**src/rtl/uart_pkg.sv**
```systemverilog
// uart_pkg: shared FSM states, frame format and RX entry layout.
// Build with UART_PARITY_EN defined to add the PARITY states.
package uart_pkg;

  typedef enum logic [2:0] {
    TX_IDLE,
    TX_START,
    TX_DATA,
`ifdef UART_PARITY_EN
    TX_PAR,
`endif
    TX_STOP
  } tx_state_t;

  typedef enum logic [2:0] {
    RX_IDLE,
    RX_START,
    RX_DATA,
`ifdef UART_PARITY_EN
    RX_PAR,
`endif
    RX_STOP
  } rx_state_t;

  typedef struct packed {
    logic [1:0] len;
    logic       par_en;
    logic       par_odd;
    logic       stop2;
  } uart_cfg_t;

  localparam int RX_W    = 10;
  localparam int FRM_BIT = 9;
  localparam int PAR_BIT = 8;

  function automatic logic [7:0] len_mask(
    input logic [1:0] len
  );
    unique case (len)
      2'd0:    len_mask = 8'h1f;
      2'd1:    len_mask = 8'h3f;
      2'd2:    len_mask = 8'h7f;
      default: len_mask = 8'hff;
    endcase
  endfunction

  function automatic logic par_bit(
    input logic [7:0] d,
    input logic [1:0] len,
    input logic       odd
  );
    par_bit = (^(d & len_mask(len))) ^ odd;
  endfunction

endpackage

```
**src/rtl/uart_sync_fifo.sv**
```systemverilog
// uart_sync_fifo: show-ahead synchronous FIFO with count-based flags.
// A pop frees a slot for a push in the same cycle, even when full.
module uart_sync_fifo #(
  parameter int W     = 8,
  parameter int DEPTH = 8
) (
  input  logic         clk,
  input  logic         rst_n,
  input  logic         wr_en,
  input  logic [W-1:0] wr_data,
  input  logic         rd_en,
  output logic [W-1:0] rd_data,
  output logic         full,
  output logic         empty
);

  localparam int AW = $clog2(DEPTH);
  localparam logic [AW:0] FULL_CNT = DEPTH[AW:0];

  logic [W-1:0]  mem [DEPTH];
  logic [AW-1:0] wptr;
  logic [AW-1:0] rptr;
  logic [AW:0]   cnt;
  logic          do_push;
  logic          do_pop;

  assign empty   = (cnt == '0);
  assign full    = (cnt == FULL_CNT);
  assign do_pop  = rd_en && !empty;
  assign do_push = wr_en && (!full || do_pop);
  assign rd_data = mem[rptr];

  // pointers and occupancy
  always_ff @(posedge clk) begin
    if (!rst_n) begin
      wptr <= '0;
      rptr <= '0;
      cnt  <= '0;
    end else begin
      if (do_push) wptr <= wptr + 1'b1;
      if (do_pop)  rptr <= rptr + 1'b1;
      if (do_push && !do_pop)
        cnt <= cnt + 1'b1;
      else if (!do_push && do_pop)
        cnt <= cnt - 1'b1;
    end
  end

  // storage, masked by empty at the consumer
  always_ff @(posedge clk) begin
    if (do_push) mem[wptr] <= wr_data;
  end

endmodule

```
**src/rtl/uart_fifo_core.sv**
```systemverilog
// uart_fifo_core: FIFO-buffered UART with runtime frame format.
// Build with UART_PARITY_EN defined to add parity send/check.
module uart_fifo_core
  import uart_pkg::*;
#(
  parameter int DEPTH = 8,
  parameter int OVS   = 16,
  parameter int DIV_W = 12
) (
  input  logic             clk,
  input  logic             rst_n,
  input  logic [DIV_W-1:0] cfg_div,
  input  logic [1:0]       cfg_len,
  input  logic             cfg_par_en,
  input  logic             cfg_par_odd,
  input  logic             cfg_stop2,
  input  logic [7:0]       tx_data,
  input  logic             tx_valid,
  output logic             tx_ready,
  output logic [7:0]       rx_data,
  output logic             rx_par_err,
  output logic             rx_frm_err,
  output logic             rx_valid,
  input  logic             rx_ready,
  output logic             rx_ovf,
  input  logic             rx_ovf_clr,
  output logic             tx_sn,
  input  logic             rx_sn,
  output logic             tx_busy
);

  localparam int TW = $clog2(OVS);
  localparam logic [TW-1:0] T_LAST = TW'(OVS - 1);
  localparam logic [TW-1:0] T_HALF = TW'(OVS / 2 - 1);

  uart_cfg_t cfg_in;

  // frame format as seen at frame start
  always_comb begin
    cfg_in.len     = cfg_len;
`ifdef UART_PARITY_EN
    cfg_in.par_en  = cfg_par_en;
    cfg_in.par_odd = cfg_par_odd;
`else
    cfg_in.par_en  = 1'b0;
    cfg_in.par_odd = 1'b0;
`endif
    cfg_in.stop2   = cfg_stop2;
  end

  // ---------------- TX ----------------
  tx_state_t        tx_st;
  uart_cfg_t        tx_cfg;
  logic [DIV_W-1:0] tx_div;
  logic [DIV_W-1:0] tx_dcnt;
  logic [TW-1:0]    tx_tcnt;
  logic [7:0]       tx_sh;
  logic [2:0]       tx_bcnt;
  logic             tx_scnd;
  logic [7:0]       txf_rdata;
  logic             txf_full;
  logic             txf_empty;
  logic             tx_dend;
  logic             tx_bend;
  logic             tx_last;
  logic             tx_stop_done;
  logic             tx_pop;
`ifdef UART_PARITY_EN
  logic             tx_par;
`endif

  assign tx_dend = (tx_dcnt == tx_div);
  assign tx_bend = tx_dend && (tx_tcnt == T_LAST);
  assign tx_last = (tx_bcnt == ({1'b0, tx_cfg.len} + 3'd4));
  assign tx_stop_done = tx_bend &&
                        (!tx_cfg.stop2 || tx_scnd);
  assign tx_pop = !txf_empty &&
                  ((tx_st == TX_IDLE) ||
                   (tx_st == TX_STOP && tx_stop_done));
  assign tx_ready = !txf_full;
  assign tx_busy  = (tx_st != TX_IDLE) || !txf_empty;

  uart_sync_fifo #(
    .W     (8),
    .DEPTH (DEPTH)
  ) u_txf (
    .clk     (clk),
    .rst_n   (rst_n),
    .wr_en   (tx_valid),
    .wr_data (tx_data),
    .rd_en   (tx_pop),
    .rd_data (txf_rdata),
    .full    (txf_full),
    .empty   (txf_empty)
  );

  // TX bit timing, restarted from zero on every frame load
  always_ff @(posedge clk) begin
    if (!rst_n || tx_pop || tx_st == TX_IDLE) begin
      tx_dcnt <= '0;
      tx_tcnt <= '0;
    end else if (tx_dend) begin
      tx_dcnt <= '0;
      tx_tcnt <= (tx_tcnt == T_LAST) ? '0
                                     : tx_tcnt + 1'b1;
    end else begin
      tx_dcnt <= tx_dcnt + 1'b1;
    end
  end

  // TX frame sequencer
  always_ff @(posedge clk) begin
    if (!rst_n) begin
      tx_st   <= TX_IDLE;
      tx_cfg  <= '0;
      tx_div  <= '0;
      tx_sh   <= '0;
      tx_bcnt <= '0;
      tx_scnd <= 1'b0;
`ifdef UART_PARITY_EN
      tx_par  <= 1'b0;
`endif
    end else if (tx_pop) begin
      tx_st   <= TX_START;
      tx_cfg  <= cfg_in;
      tx_div  <= cfg_div;
      tx_sh   <= txf_rdata;
      tx_bcnt <= '0;
      tx_scnd <= 1'b0;
`ifdef UART_PARITY_EN
      tx_par  <= par_bit(txf_rdata, cfg_in.len,
                         cfg_in.par_odd);
`endif
    end else begin
      unique case (tx_st)
        TX_START: if (tx_bend) tx_st <= TX_DATA;
        TX_DATA: begin
          if (tx_bend) begin
            tx_sh   <= tx_sh >> 1;
            tx_bcnt <= tx_bcnt + 1'b1;
`ifdef UART_PARITY_EN
            if (tx_last)
              tx_st <= tx_cfg.par_en ? TX_PAR : TX_STOP;
`else
            if (tx_last) tx_st <= TX_STOP;
`endif
          end
        end
`ifdef UART_PARITY_EN
        TX_PAR: if (tx_bend) tx_st <= TX_STOP;
`endif
        TX_STOP: begin
          if (tx_stop_done)
            tx_st <= TX_IDLE;
          else if (tx_bend)
            tx_scnd <= 1'b1;
        end
        default: tx_st <= TX_IDLE;
      endcase
    end
  end

  // line level registered one clock behind the sequencer
  always_ff @(posedge clk) begin
    if (!rst_n) begin
      tx_sn <= 1'b1;
    end else begin
      unique case (tx_st)
        TX_START: tx_sn <= 1'b0;
        TX_DATA:  tx_sn <= tx_sh[0];
`ifdef UART_PARITY_EN
        TX_PAR:   tx_sn <= tx_par;
`endif
        default:  tx_sn <= 1'b1;
      endcase
    end
  end

  // ---------------- RX ----------------
  rx_state_t        rx_st;
  uart_cfg_t        rx_cfg;
  logic [DIV_W-1:0] rx_div;
  logic [DIV_W-1:0] rx_dcnt;
  logic [TW-1:0]    rx_tcnt;
  logic [7:0]       rx_sh;
  logic [2:0]       rx_bcnt;
  logic             rx_perr;
  logic             rx_s1;
  logic             rx_s2;
  logic             rx_prev;
  logic             rx_fall;
  logic             rx_dend;
  logic             rx_samp;
  logic             rx_last;
  logic [RX_W-1:0]  rxf_wdata;
  logic [RX_W-1:0]  rxf_rdata;
  logic             rxf_push;
  logic             rxf_pop;
  logic             rxf_full;
  logic             rxf_empty;

  // two-flop synchroniser plus one stage of edge history
  always_ff @(posedge clk) begin
    if (!rst_n) begin
      rx_s1   <= 1'b1;
      rx_s2   <= 1'b1;
      rx_prev <= 1'b1;
    end else begin
      rx_s1   <= rx_sn;
      rx_s2   <= rx_s1;
      rx_prev <= rx_s2;
    end
  end

  assign rx_fall = rx_prev && !rx_s2;
  assign rx_dend = (rx_dcnt == rx_div);
  assign rx_samp = rx_dend &&
                   (rx_tcnt == ((rx_st == RX_START) ? T_HALF
                                                    : T_LAST));
  assign rx_last  = (rx_bcnt == ({1'b0, rx_cfg.len} + 3'd4));
  assign rxf_push = (rx_st == RX_STOP) && rx_samp;
  assign rxf_pop  = rx_valid && rx_ready;

  // RX tick timing; the tick count restarts at every sample
  always_ff @(posedge clk) begin
    if (!rst_n || rx_st == RX_IDLE) begin
      rx_dcnt <= '0;
      rx_tcnt <= '0;
    end else if (rx_dend) begin
      rx_dcnt <= '0;
      rx_tcnt <= rx_samp ? '0 : rx_tcnt + 1'b1;
    end else begin
      rx_dcnt <= rx_dcnt + 1'b1;
    end
  end

  // RX frame sequencer with false-start rejection
  always_ff @(posedge clk) begin
    if (!rst_n) begin
      rx_st   <= RX_IDLE;
      rx_cfg  <= '0;
      rx_div  <= '0;
      rx_sh   <= '0;
      rx_bcnt <= '0;
      rx_perr <= 1'b0;
    end else begin
      unique case (rx_st)
        RX_IDLE: begin
          if (rx_fall) begin
            rx_st   <= RX_START;
            rx_cfg  <= cfg_in;
            rx_div  <= cfg_div;
            rx_sh   <= '0;
            rx_bcnt <= '0;
            rx_perr <= 1'b0;
          end
        end
        RX_START: begin
          if (rx_samp)
            rx_st <= rx_s2 ? RX_IDLE : RX_DATA;
        end
        RX_DATA: begin
          if (rx_samp) begin
            rx_sh[rx_bcnt] <= rx_s2;
            rx_bcnt        <= rx_bcnt + 1'b1;
`ifdef UART_PARITY_EN
            if (rx_last)
              rx_st <= rx_cfg.par_en ? RX_PAR : RX_STOP;
`else
            if (rx_last) rx_st <= RX_STOP;
`endif
          end
        end
`ifdef UART_PARITY_EN
        RX_PAR: begin
          if (rx_samp) begin
            rx_perr <= rx_s2 ^ par_bit(rx_sh, rx_cfg.len,
                                       rx_cfg.par_odd);
            rx_st   <= RX_STOP;
          end
        end
`endif
        RX_STOP: if (rx_samp) rx_st <= RX_IDLE;
        default: rx_st <= RX_IDLE;
      endcase
    end
  end

  // entry pushed on the stop sample
  always_comb begin
    rxf_wdata          = '0;
    rxf_wdata[7:0]     = rx_sh;
    rxf_wdata[PAR_BIT] = rx_perr;
    rxf_wdata[FRM_BIT] = !rx_s2;
  end

  uart_sync_fifo #(
    .W     (RX_W),
    .DEPTH (DEPTH)
  ) u_rxf (
    .clk     (clk),
    .rst_n   (rst_n),
    .wr_en   (rxf_push),
    .wr_data (rxf_wdata),
    .rd_en   (rxf_pop),
    .rd_data (rxf_rdata),
    .full    (rxf_full),
    .empty   (rxf_empty)
  );

  assign rx_valid   = !rxf_empty;
  assign rx_data    = rxf_empty ? 8'h00 : rxf_rdata[7:0];
  assign rx_frm_err = !rxf_empty && rxf_rdata[FRM_BIT];
`ifdef UART_PARITY_EN
  assign rx_par_err = !rxf_empty && rxf_rdata[PAR_BIT];
`else
  assign rx_par_err = 1'b0;
`endif

  // sticky drop flag; a new drop beats a clear
  always_ff @(posedge clk) begin
    if (!rst_n)
      rx_ovf <= 1'b0;
    else if (rxf_push && rxf_full && !rxf_pop)
      rx_ovf <= 1'b1;
    else if (rx_ovf_clr)
      rx_ovf <= 1'b0;
  end

  logic unused_cfg;
`ifdef UART_PARITY_EN
  assign unused_cfg = tx_cfg.par_odd;
`else
  assign unused_cfg = ^{cfg_par_en, cfg_par_odd,
                        tx_cfg.par_en, tx_cfg.par_odd,
                        rx_cfg.par_en, rx_cfg.par_odd,
                        rxf_rdata[PAR_BIT]};
`endif

endmodule

```
**config.mk**
```make
export PLATFORM = sky130hd
export DESIGN_NAME = uart_fifo_core
export DESIGN_NICKNAME = d
export VERILOG_FILES = /design/src/rtl/uart_pkg.sv /design/src/rtl/uart_sync_fifo.sv /design/src/rtl/uart_fifo_core.sv
export SDC_FILE = /design/constraint.sdc
export NUM_CORES = 1
export LEC_CHECK = 0
export BUFFER_PORTS_ARGS = -buffer_cell sky130_fd_sc_hd__buf_4
export CORE_AREA = 2 2 139 141
export DETAILED_ROUTE_END_ITERATION = 10
export DIE_AREA = 0 0 141 143
export PLACE_DENSITY = 0.82
export SYNTH_ARGS = -nofsm -noshare
export SYNTH_HDL_FRONTEND = slang
export SYNTH_SLANG_ARGS = --single-unit
```
**constraint.sdc**
```tcl
create_clock -name clk -period 8.6 [get_ports clk]
set_input_delay 0.86 -clock clk [delete_from_list [all_inputs] [get_ports clk]]
set_output_delay 0.86 -clock clk [all_outputs]
set_load 0.02 [all_outputs]
```
### Word-level counts from Yosys, hierarchy flattened

Memories as Yosys holds them, arrays and structs flattened. A register that Yosys moved wholly into a read port is not among the register bits.
Cells that the tools add are included.

* output and inout bits: 15
* bits in registers: 115
* RAM bits: 136
* logic and storage cells: 183
* memories: 2

Memories
* u_rxf.mem: words 8, width 9, rd ports 1, clocked after Yosys merged registers in 1, write ports 1, line uart_sync_fifo.sv:20 `logic [W-1:0] mem [DEPTH];`
* u_txf.mem: words 8, width 8, rd ports 1, clocked after Yosys merged registers in 1, write ports 1, line uart_sync_fifo.sv:20

* mux-type cells: 44
* reduce and logical (&&, ||, !) cells: 62
* bitwise operators: 2
* add/sub/neg operators: 16
* equality and inequality tests: 27
* $lt $le $gt $ge: 2

Operators by type and width (number)
* $mux W8: 6
* $mux W3: 15
* $mux W4: 7
* $add A12 B1 Y12 const B: 2
* $eq A12 B12 Y1: 2
* $logic_and A1 B1 Y1: 20
* $add A3 B1 Y3 const B: 6
* $ne A2 B2 Y1 const B: 9
* $add A4 B1 Y4 const B: 4
* $pmux W8 S2: 1
* $eq A3 B2 Y1 const B: 4
* $eq A4 B4 Y1 const B: 3
* $logic_not A1 Y1: 12
* $ne A3 B3 Y1 const B: 4
* $pmux W3 S4: 1
* $reduce_bool A2 Y1: 6
* $pmux W3 S3: 1
* $bwmux W8: 1
* $logic_not A4 Y1: 2
* $logic_or A1 B1 Y1: 8
* $mux W1: 8
* $reduce_and A4 Y1: 2
* $sub A4 B1 Y4 const B: 2
* $add A2 B3 Y3 const B: 2
* 16 further kinds: 25

### Depth between registers and ports, before layout

Gate-level depths: netlist (run 1).

* depth after elaboration: 13
* depth in mapped cells: 15
* depth with buffers taken out: 14

### Cells and area by module

A second synthesis (run 1) with hierarchy kept.

* cell total of the unflattened synthesis: 857
* area, all modules: 11111.9 um^2

By module, submodules not included
* uart_fifo_core: cells an instance 503, instances 1, area an instance 4360.4 um^2
* uart_sync_fifo at u_rxf: cells an instance 188, instances 1, area an instance 3672.3 um^2
* uart_sync_fifo at u_txf: cells an instance 166, instances 1, area an instance 3079.2 um^2

### Least setup slack after synthesis (run 1)

OpenSTA, ideal clock, no wires.

* path type: register to register
* from: reg tx_tcnt[0]
* to: reg u_txf.cnt[3]
* arrival time: 2.866 ns
* data required time: 8.530 ns
* setup time: 0.070 ns
* slack: 5.664 ns
* stages on the path, launching flop included: 15
* cell sequence: dfxtp_1 -> ha_1 -> and3_1 -> and3_1 -> a41o_1 -> o21ai_2 -> inv_2 -> ha_1 -> inv_1 -> ha_1 -> a21o_1 -> a21oi_1 -> xnor2_1 -> or3_1 -> a21oi_1

* longest elaborated chain between the ends: 12
* elaborated cells on any way between the ends: 15

Ends and longest elaborated chain
* start: declaration: line uart_fifo_core.sv:56 `logic [TW-1:0] tx_tcnt;`
* start signal: assignment: line uart_fifo_core.sv:104 `tx_tcnt <= (tx_tcnt == T_LAST) ? '0`
* $eq A4 B4 Y1 *: line uart_fifo_core.sv:73 `assign tx_bend = tx_dend && (tx_tcnt == T_LAST);`
* $logic_and A1 B1 Y1 *: line uart_fifo_core.sv:73
* $logic_and A1 B1 Y1 *: line uart_fifo_core.sv:75 `assign tx_stop_done = tx_bend &&`
* $logic_and A1 B1 Y1 *: line uart_fifo_core.sv:79 `(tx_st == TX_STOP && tx_stop_done));`
* $logic_or A1 B1 Y1 *: line uart_fifo_core.sv:78 `((tx_st == TX_IDLE) ||`
* $logic_and A1 B1 Y1 *: line uart_fifo_core.sv:77 `assign tx_pop = !txf_empty &&`
* $logic_and A1 B1 Y1 *: line uart_sync_fifo.sv:29 `assign do_pop = rd_en && !empty;`
* $logic_or A1 B1 Y1 *: line uart_sync_fifo.sv:30 `assign do_push = wr_en && (!full || do_pop);`
* $logic_and A1 B1 Y1 *: line uart_sync_fifo.sv:30
* named net u_txf.do_push: line uart_sync_fifo.sv:24 `logic do_push;`
* $logic_not A1 Y1: line uart_sync_fifo.sv:44 `else if (!do_push && do_pop)`
* $logic_and A1 B1 Y1: line uart_sync_fifo.sv:44
* $reduce_bool A2 Y1 (no source line)
* end signal: assignment: line uart_sync_fifo.sv:43 `cnt <= cnt + 1'b1;`
* end signal: assignment: line uart_sync_fifo.sv:45 `cnt <= cnt - 1'b1;`
* end: declaration: line uart_sync_fifo.sv:23 `logic [AW:0] cnt;`

Mark *: on every way through the listed nets, which the timed path passes. The rest lies on a longest branch.
A chain may end at the register's enable or synchronous reset.

### Worst setup path after layout (run 1)

Ends and elaborated chain as after synthesis.

==> results.py, run 1 <==
metrics = {
    "critical_path": {
        "critPathSlowestCell": "a41o_1",
        "crit_path_end_kind": "flip-flop",
        "start_kind": "flip-flop",
        "worst_path_most_repeated_cell": "ha_1",
        "cp_max_fo": 20,
        "slowest_delay_ns": 0.54,
        "cp_cell_sequence": "ha_1 > and3_1 > and3_1 > a41o_1 > o21ai_2 > inv_2 > ha_1 > inv_1 > ha_1 > a21o_1 > a21oi_1 > xnor2_1 > or3_1 > a21oi_1",
        "arrival_ns": 4.28,
        "worst_ep_required_time_ns": 9.04,
        "crit_type": "flip-flop to flip-flop",
    },
    "cells_and_area": {
        "num_antenna_cells": 0,
        "final_cells": 1159,
        "fillers": 1325,
        "finalNetCount": 958,
        "final_core_util_pct": 66.8,
        "area.growth.synth_to_final_pct": 13.4,
        "drive_gt1_share_pct": 18.1,
    },
    "floorplan": {
        "core_mm2": 0.0186,
        "rows": 50,
        "ios": 46,
        "die_w_um": 141,
        "die-area_mm2": 0.0202,
        "initial_core_util_pct": 58.9,
        "die_h_um": 143,
    },
    "clocking": {
        "insertion_delay_ns": 0.53,
        "cts_hold_buf": 0,
        "clkSlewWorstSetupHoldPaths_ns": 0.06,
        "cts_buffers": 26,
        "ctsResizeCount": 0,
        "cts_max_level": 1,
        "cts-root-buf": "clkbuf_16",
        "post-cts-setup-buffers": 0,
        "cts.path.max_buffers": 3,
        "cts_sinks": 255,
        "cts_tree": "built",
    },
    "logic_synthesis": {
        "synth_top_area_cell": "edfxtp_1",
        "ys_async_sr_fraction_pct": 0,
        "yosys-top-cells-count": "136 x edfxtp_1, 119 x dfxtp_1, 75 x nand2_1",
        "ys_ff_latch": 255,
        "netlist.area_leader.share_pct": 37.3,
        "synth_edf_count": 136,
        "dominantRegCellSynth": "edfxtp_1",
        "ys_types": 58,
        "syn_inst": 868,
        "synth_fp_nets": 921,
        "synth_area_leaders": "edfxtp_1 37%, dfxtp_1 22%, mux4_2 7.0%, mux2i_1 3.5%, nand2_1 2.6%",
        "yosysMostFrequentCell": "edfxtp_1",
        "synth_area_mm2": 0.0109,
        "synth.avg_cell_area_um2": 12.6,
        "yosys_warnings": 0,
        "seq_area_frac_synth_pct": 59.1,
    },
    "detailed_routing": {
        "firstDrtPassIters": 6,
        "drc": 0,
        "via_per_inst": 5.97,
        "first_iter_violations": 498,
        "vias": 6924,
        "ant_nets": 0,
        "drt-total-wl_um": 22100,
        "routedWlPerCell_um": 19.1,
    },
    "power": {
        "seq_power_share_pct": 43.9,
        "power.leakage_nw": 4.46,
        "power_frac_comb_pct": 19.5,
        "powerDensity_mw_per_mm2": 265,
        "pwr-share-clk_pct": 36.5,
        "swShare_pct": 28.2,
        "intPower_mw": 2.37,
        "peakVddDrop_v": 0.000282,
        "p_sw_mw": 0.927,
    },
    "worst_hold_path": {
        "hp-class": "flip-flop to flip-flop",
    },
    "run_status": {
        "status": "complete, no violations",
    },
    "timing": {
        "slew_headroom_pct": 14.4,
        "hold_viol": 0,
        "fin_setup_tns_ns": 0,
        "final-setup-viol-count": 0,
        "min_period_over_period_pct": 44.6,
        "tightest_slew_ns": 1.28,
        "layout_min_cycle_time_ns": 3.84,
        "fmax_mhz": 261,
        "fin_skew_ns": 0.0235,
        "rsz0062_at_grt": "no",
        "maxSlewViolCount": 0,
        "fin_ws_ns": 4.76,
    },
    "global_route": {
        "grtUsageTotal_pct": 22.4,
        "grt_max_degree": 41,
        "gr-total-overflow": 0,
        "grt_pass1_vias": 6820,
        "antenna_found_initial": 0,
        "grt_first_pass_wirelength_um": 35800,
    },
    "placement": {
        "place_ws_ns": 4.92,
        "io_buffers": 42,
        "dpl.hpwl_um": 13700,
        "dp_cells": 1111,
        "routabilityCongestion": 0.794,
    },
    "job": {
        "maxCapViolCount": 0,
    },
}
[logic make-up after synthesis]
kind of cell,after synthesis,synth area share [%]
AND/OR/NAND/NOR,275,13.4
flip-flops,255,59.1
AO/OA/AOI/OAI,111,6.05
multiplexers,79,11.2
buffers and inverters,65,2.72
XOR/XNOR,60,4.87
adder cells (fa/ha/maj),22,2.65
other,1,0.0343
[through the flow]
step | hold slack (ns) | cell area, µm² | total power [mW]
finish | 0.405 | 12400 | 3.29
CTS | 0.406 | 12400 | 3.30
global placement | 0.390 | 11500 | 2.07
global route | 0.442 | 12400 | 3.43
detailed placement | 0.392 | 11500 | 2.09
floorplan | 0.386 | 10900 | 1.94
[layer usage]
layer,up-vias,track usage [%],wire (µm)
met5,-,0,0
met4,0,6.84,503
met3,46,3.59,1380
met2,236,37.8,10800
met1,3350,30.1,9420
li1,3292,-,-
[registers in the layout, indices dropped and copies added (netlist names), 3 cells and up, named ones only]
signal,count
rx_tcnt,4
tx_div,12
tx_dcnt,12
u_txf.mem,64
u_txf.rptr,3
tx_cfg,3
tx_bcnt,3
rx_sh,8
rx_bcnt,3
tx_sh,8
u_rxf.wptr,3
rx_dcnt,12
tx_tcnt,4
u_rxf.rptr,3
rx_div,12
u_rxf.mem,72
u_rxf.cnt,4
u_txf.wptr,3
u_txf.cnt,4
[final timing paths]
check / from / to / slack, ns / cells past startpoint
worst max-delay path: tx_tcnt[0] / u_txf.cnt[3] / 4.76 / 14
worst min-delay path: rx_s1 / rx_s2 / 0.41 / 1
worst max register to register: tx_tcnt[0] / u_txf.cnt[3] / 4.76 / 14
worst min register to register: rx_s1 / rx_s2 / 0.41 / 1
[layout by cell type (no fill, tap or decap), types with 5 or more instances in the layout]
| cell type | instances |
|---|---|
| edfxtp_1 | 136 |
| dfxtp_1 | 119 |
| nand2_1 | 75 |
| a21oi_1 | 54 |
| buf_4 | 54 |
| nor2_1 | 53 |
| mux2i_1 | 38 |
| mux4_2 | 34 |
| xnor2_1 | 32 |
| nand3_1 | 32 |
| xor2_1 | 27 |
| clkbuf_16 | 27 |
| o21ai_0 | 24 |
| ha_1 | 20 |
| inv_1 | 18 |
| and3_1 | 16 |
| nor3_1 | 13 |
| nand2b_1 | 13 |
| nand4_1 | 13 |
| nor4_2 | 11 |
| or3_1 | 10 |
| nor4_1 | 9 |
| and4_1 | 9 |
| o31ai_1 | 8 |
| clkbuf_1 | 8 |
| mux2_2 | 7 |
| o211ai_1 | 6 |
| nor4b_2 | 5 |
| bufinv_16 | 5 |
[cell type report]
class	count	area (µm²)	share of cell area (%)
inverters	20	75.1	0.605
flip-flops and latches	255	6470	52.1
clock inverters	11	189	1.52
repair buffers	54	405	3.27
well taps	234	293	2.36
clock buffers	37	733	5.91
multi-input cells	548	4250	34.2
[power groups by stage]
stage	clock, mW	sequential (mW)	combinational (mW)
CTS	1.22	1.45	0.637
finish	1.20	1.45	0.644
global route	1.27	1.46	0.708
detailed placement	0	1.47	0.619
global placement	0	1.47	0.606
floorplan	0	1.42	0.520
[worst max-delay path, delay by kind of cell (launching register included)]
| family | cells | cell delay (ns) |
|---|---|---|
| DFF | 1 | 0.33 |
| buffers and inverters | 2 | 0.25 |
| xor gates and xnor gates | 1 | 0.09 |
| AOI/OAI and AO/OA | 5 | 1.59 |
| adders and majority gates | 3 | 0.71 |
| and+or+nand+nor | 3 | 0.76 |
(Power assumes the default switching activity.)
==> inputs of run 2 (changes only) <==
==> constraint.sdc (replaced) <==
create_clock -name clk -period 3.8 [get_ports clk]
set_input_delay 0.38 -clock clk [delete_from_list [all_inputs] [get_ports clk]]
set_output_delay 0.38 -clock clk [all_outputs]
set_load 0.02 [all_outputs]
==> run 2 against run 1 <==
  * Final area decreased by 0.47%
  * Wire length increased by 0.51%
  * Register-to-register slack got worse by 4.4 ns
  * Utilization decreased by 0.32 points
  * Count of clock-buffer cells in the layout decreased by 5
  * Combinational power increased by 130%
  * Sequential power increased by 120%
  * Critical path depth unchanged
  * Worst hold slack got worse by 0.37 ns
  * Largest cell class unchanged
==> results.py, run 2 (synthesis gave the netlist of run 1 again) <==
metrics = {
    "run_status": {
        "status": "complete, no violations",
    },
    "clocking": {
        "clkSlewWorstSetupHoldPaths_ns": 0.06,
        "cts_max_level": 1,
        "cts-root-buf": "clkbuf_16",
        "cts_buffers": 25,
        "cts.path.max_buffers": 3,
        "ctsResizeCount": 0,
        "cts_hold_buf": 0,
        "post-cts-setup-buffers": 0,
        "cts_sinks": 255,
        "insertion_delay_ns": 0.52,
        "cts_tree": "built",
    },
    "timing": {
        "layout_min_cycle_time_ns": 3.45,
        "fmax_mhz": 290,
        "rsz0062_at_grt": "no",
        "fin_skew_ns": 0.0246,
        "min_period_over_period_pct": 90.9,
        "hold_slack_ns": 0.0401,
        "final-setup-viol-count": 0,
        "maxSlewViolCount": 0,
        "fin_setup_tns_ns": 0,
        "hold_viol": 0,
        "slew_headroom_pct": 29.2,
        "tightest_slew_ns": 1.06,
    },
    "power": {
        "peakVddDrop_v": 0.000557,
        "powerDensity_mw_per_mm2": 577,
        "power.leakage_nw": 4.46,
    },
    "critical_path": {
        "worst_ep_required_time_ns": 4.25,
        "crit_type": "flip-flop to flip-flop",
        "cp_max_fo": 9,
        "arrival_ns": 3.91,
        "timing.rr.start": "tx_tcnt[0]",
        "crit_path_end_kind": "flip-flop",
        "worstSetupStartpoint": "tx_tcnt[0]",
        "start_kind": "flip-flop",
    },
    "global_route": {
        "grt_pass1_vias": 7129,
        "grt_first_pass_wirelength_um": 36300,
        "grtUsageTotal_pct": 22.6,
        "grt_max_degree": 39,
        "antenna_found_initial": 0,
        "gr-total-overflow": 0,
    },
    "cells_and_area": {
        "drive_gt1_share_pct": 18.6,
        "multi_input_area_mm2": 0.00424,
        "finalNetCount": 968,
        "largest_register_ffs": 72,
        "num_antenna_cells": 0,
        "reg_top3": "u_rxf.mem x72, u_txf.mem x64",
        "seq_area_mm2": 0.00647,
        "layout_commonest_cell": "edfxtp_1",
        "fillers": 1297,
        "area.growth.synth_to_final_pct": 12.9,
        "layout_common_cells": "136 x edfxtp_1, 119 x dfxtp_1, 75 x nand2_1, 65 x buf_4, 54 x a21oi_1",
        "top_register": "u_rxf.mem",
    },
    "floorplan": {
        "die_h_um": 143,
        "rows": 50,
        "die_w_um": 141,
        "initial_core_util_pct": 58.9,
        "die-area_mm2": 0.0202,
        "ios": 46,
        "core_mm2": 0.0186,
    },
    "placement": {
        "dpl.hpwl_um": 14300,
        "routabilityCongestion": 0.780,
        "io_buffers": 42,
    },
    "detailed_routing": {
        "firstDrtPassIters": 4,
        "ant_nets": 0,
        "drc": 0,
        "via_per_inst": 6.03,
        "drt-total-wl_um": 22200,
        "vias": 7045,
        "first_iter_violations": 487,
        "routedWlPerCell_um": 19.0,
    },
    "job": {
        "maxCapViolCount": 0,
    },
    "worst_hold_path": {
        "hp-start": "rx_sn",
        "hp-class": "input pin to flip-flop",
    },
}
[run 2: final timing paths]
path / endpoint / slack, ns / cells past startpoint
max: u_txf.cnt[3] / 0.35 / 14
max reg2reg: u_txf.cnt[3] / 0.35 / 14
min: rx_s1 / 0.04 / 2
min reg2reg: rx_s2 / 0.41 / 1
[run 2: final cells by class]
| class | instances | area share [%] |
|---|---|---|
| clock inverter | 14 | 1.04 |
| multi-input combinational | 548 | 34.3 |
| tap | 234 | 2.37 |
| clock buffer | 32 | 5.36 |
| timing repair buffer | 65 | 3.95 |
| sequential | 255 | 52.4 |
| inverter | 20 | 0.608 |
[run 2: critical path, cell delays in order (launching register included)]
cell	delay (ns)
dfxtp_1	0.34
ha_1	0.22
and3_1	0.22
and3_1	0.22
a41o_1	0.30
o21ai_2	0.44
inv_2	0.12
ha_1	0.24
inv_1	0.12
ha_1	0.24
a21o_1	0.17
a21oi_1	0.19
xnor2_1	0.11
or3_1	0.31
a21oi_1	0.14
[run 2: per-stage QoR]
step | instance area [µm²] | setup slack [ns] | power, mW | instances | utilization, %
after floorplan | 10900 | 0.864 | 4.39 | 868 | -
after global placement | 11600 | 0.556 | 4.71 | 1122 | 62.2
after detailed placement | 11600 | 0.484 | 4.77 | 1122 | 62.2
after CTS | 12300 | 0.374 | 7.16 | 1168 | 66.5
after global routing | 12300 | 0.130 | 7.46 | 1168 | 66.5
final | 12300 | 0.346 | 7.12 | 1168 | 66.5
[run 2: metal layers]
metal	GRT usage, %	wire length, µm
met4	6.89	537
met1	30.0	9490
met3	3.52	1140
met2	38.8	11100
met5	0	0
[run 2: report_power, final]
group | internal, mW | switching (mW) | total [mW]
sequential | 3.07 | 0.173 | 3.24
combinational | 0.616 | 0.881 | 1.50
clock | 1.37 | 1.01 | 2.38
total | 5.06 | 2.07 | 7.12
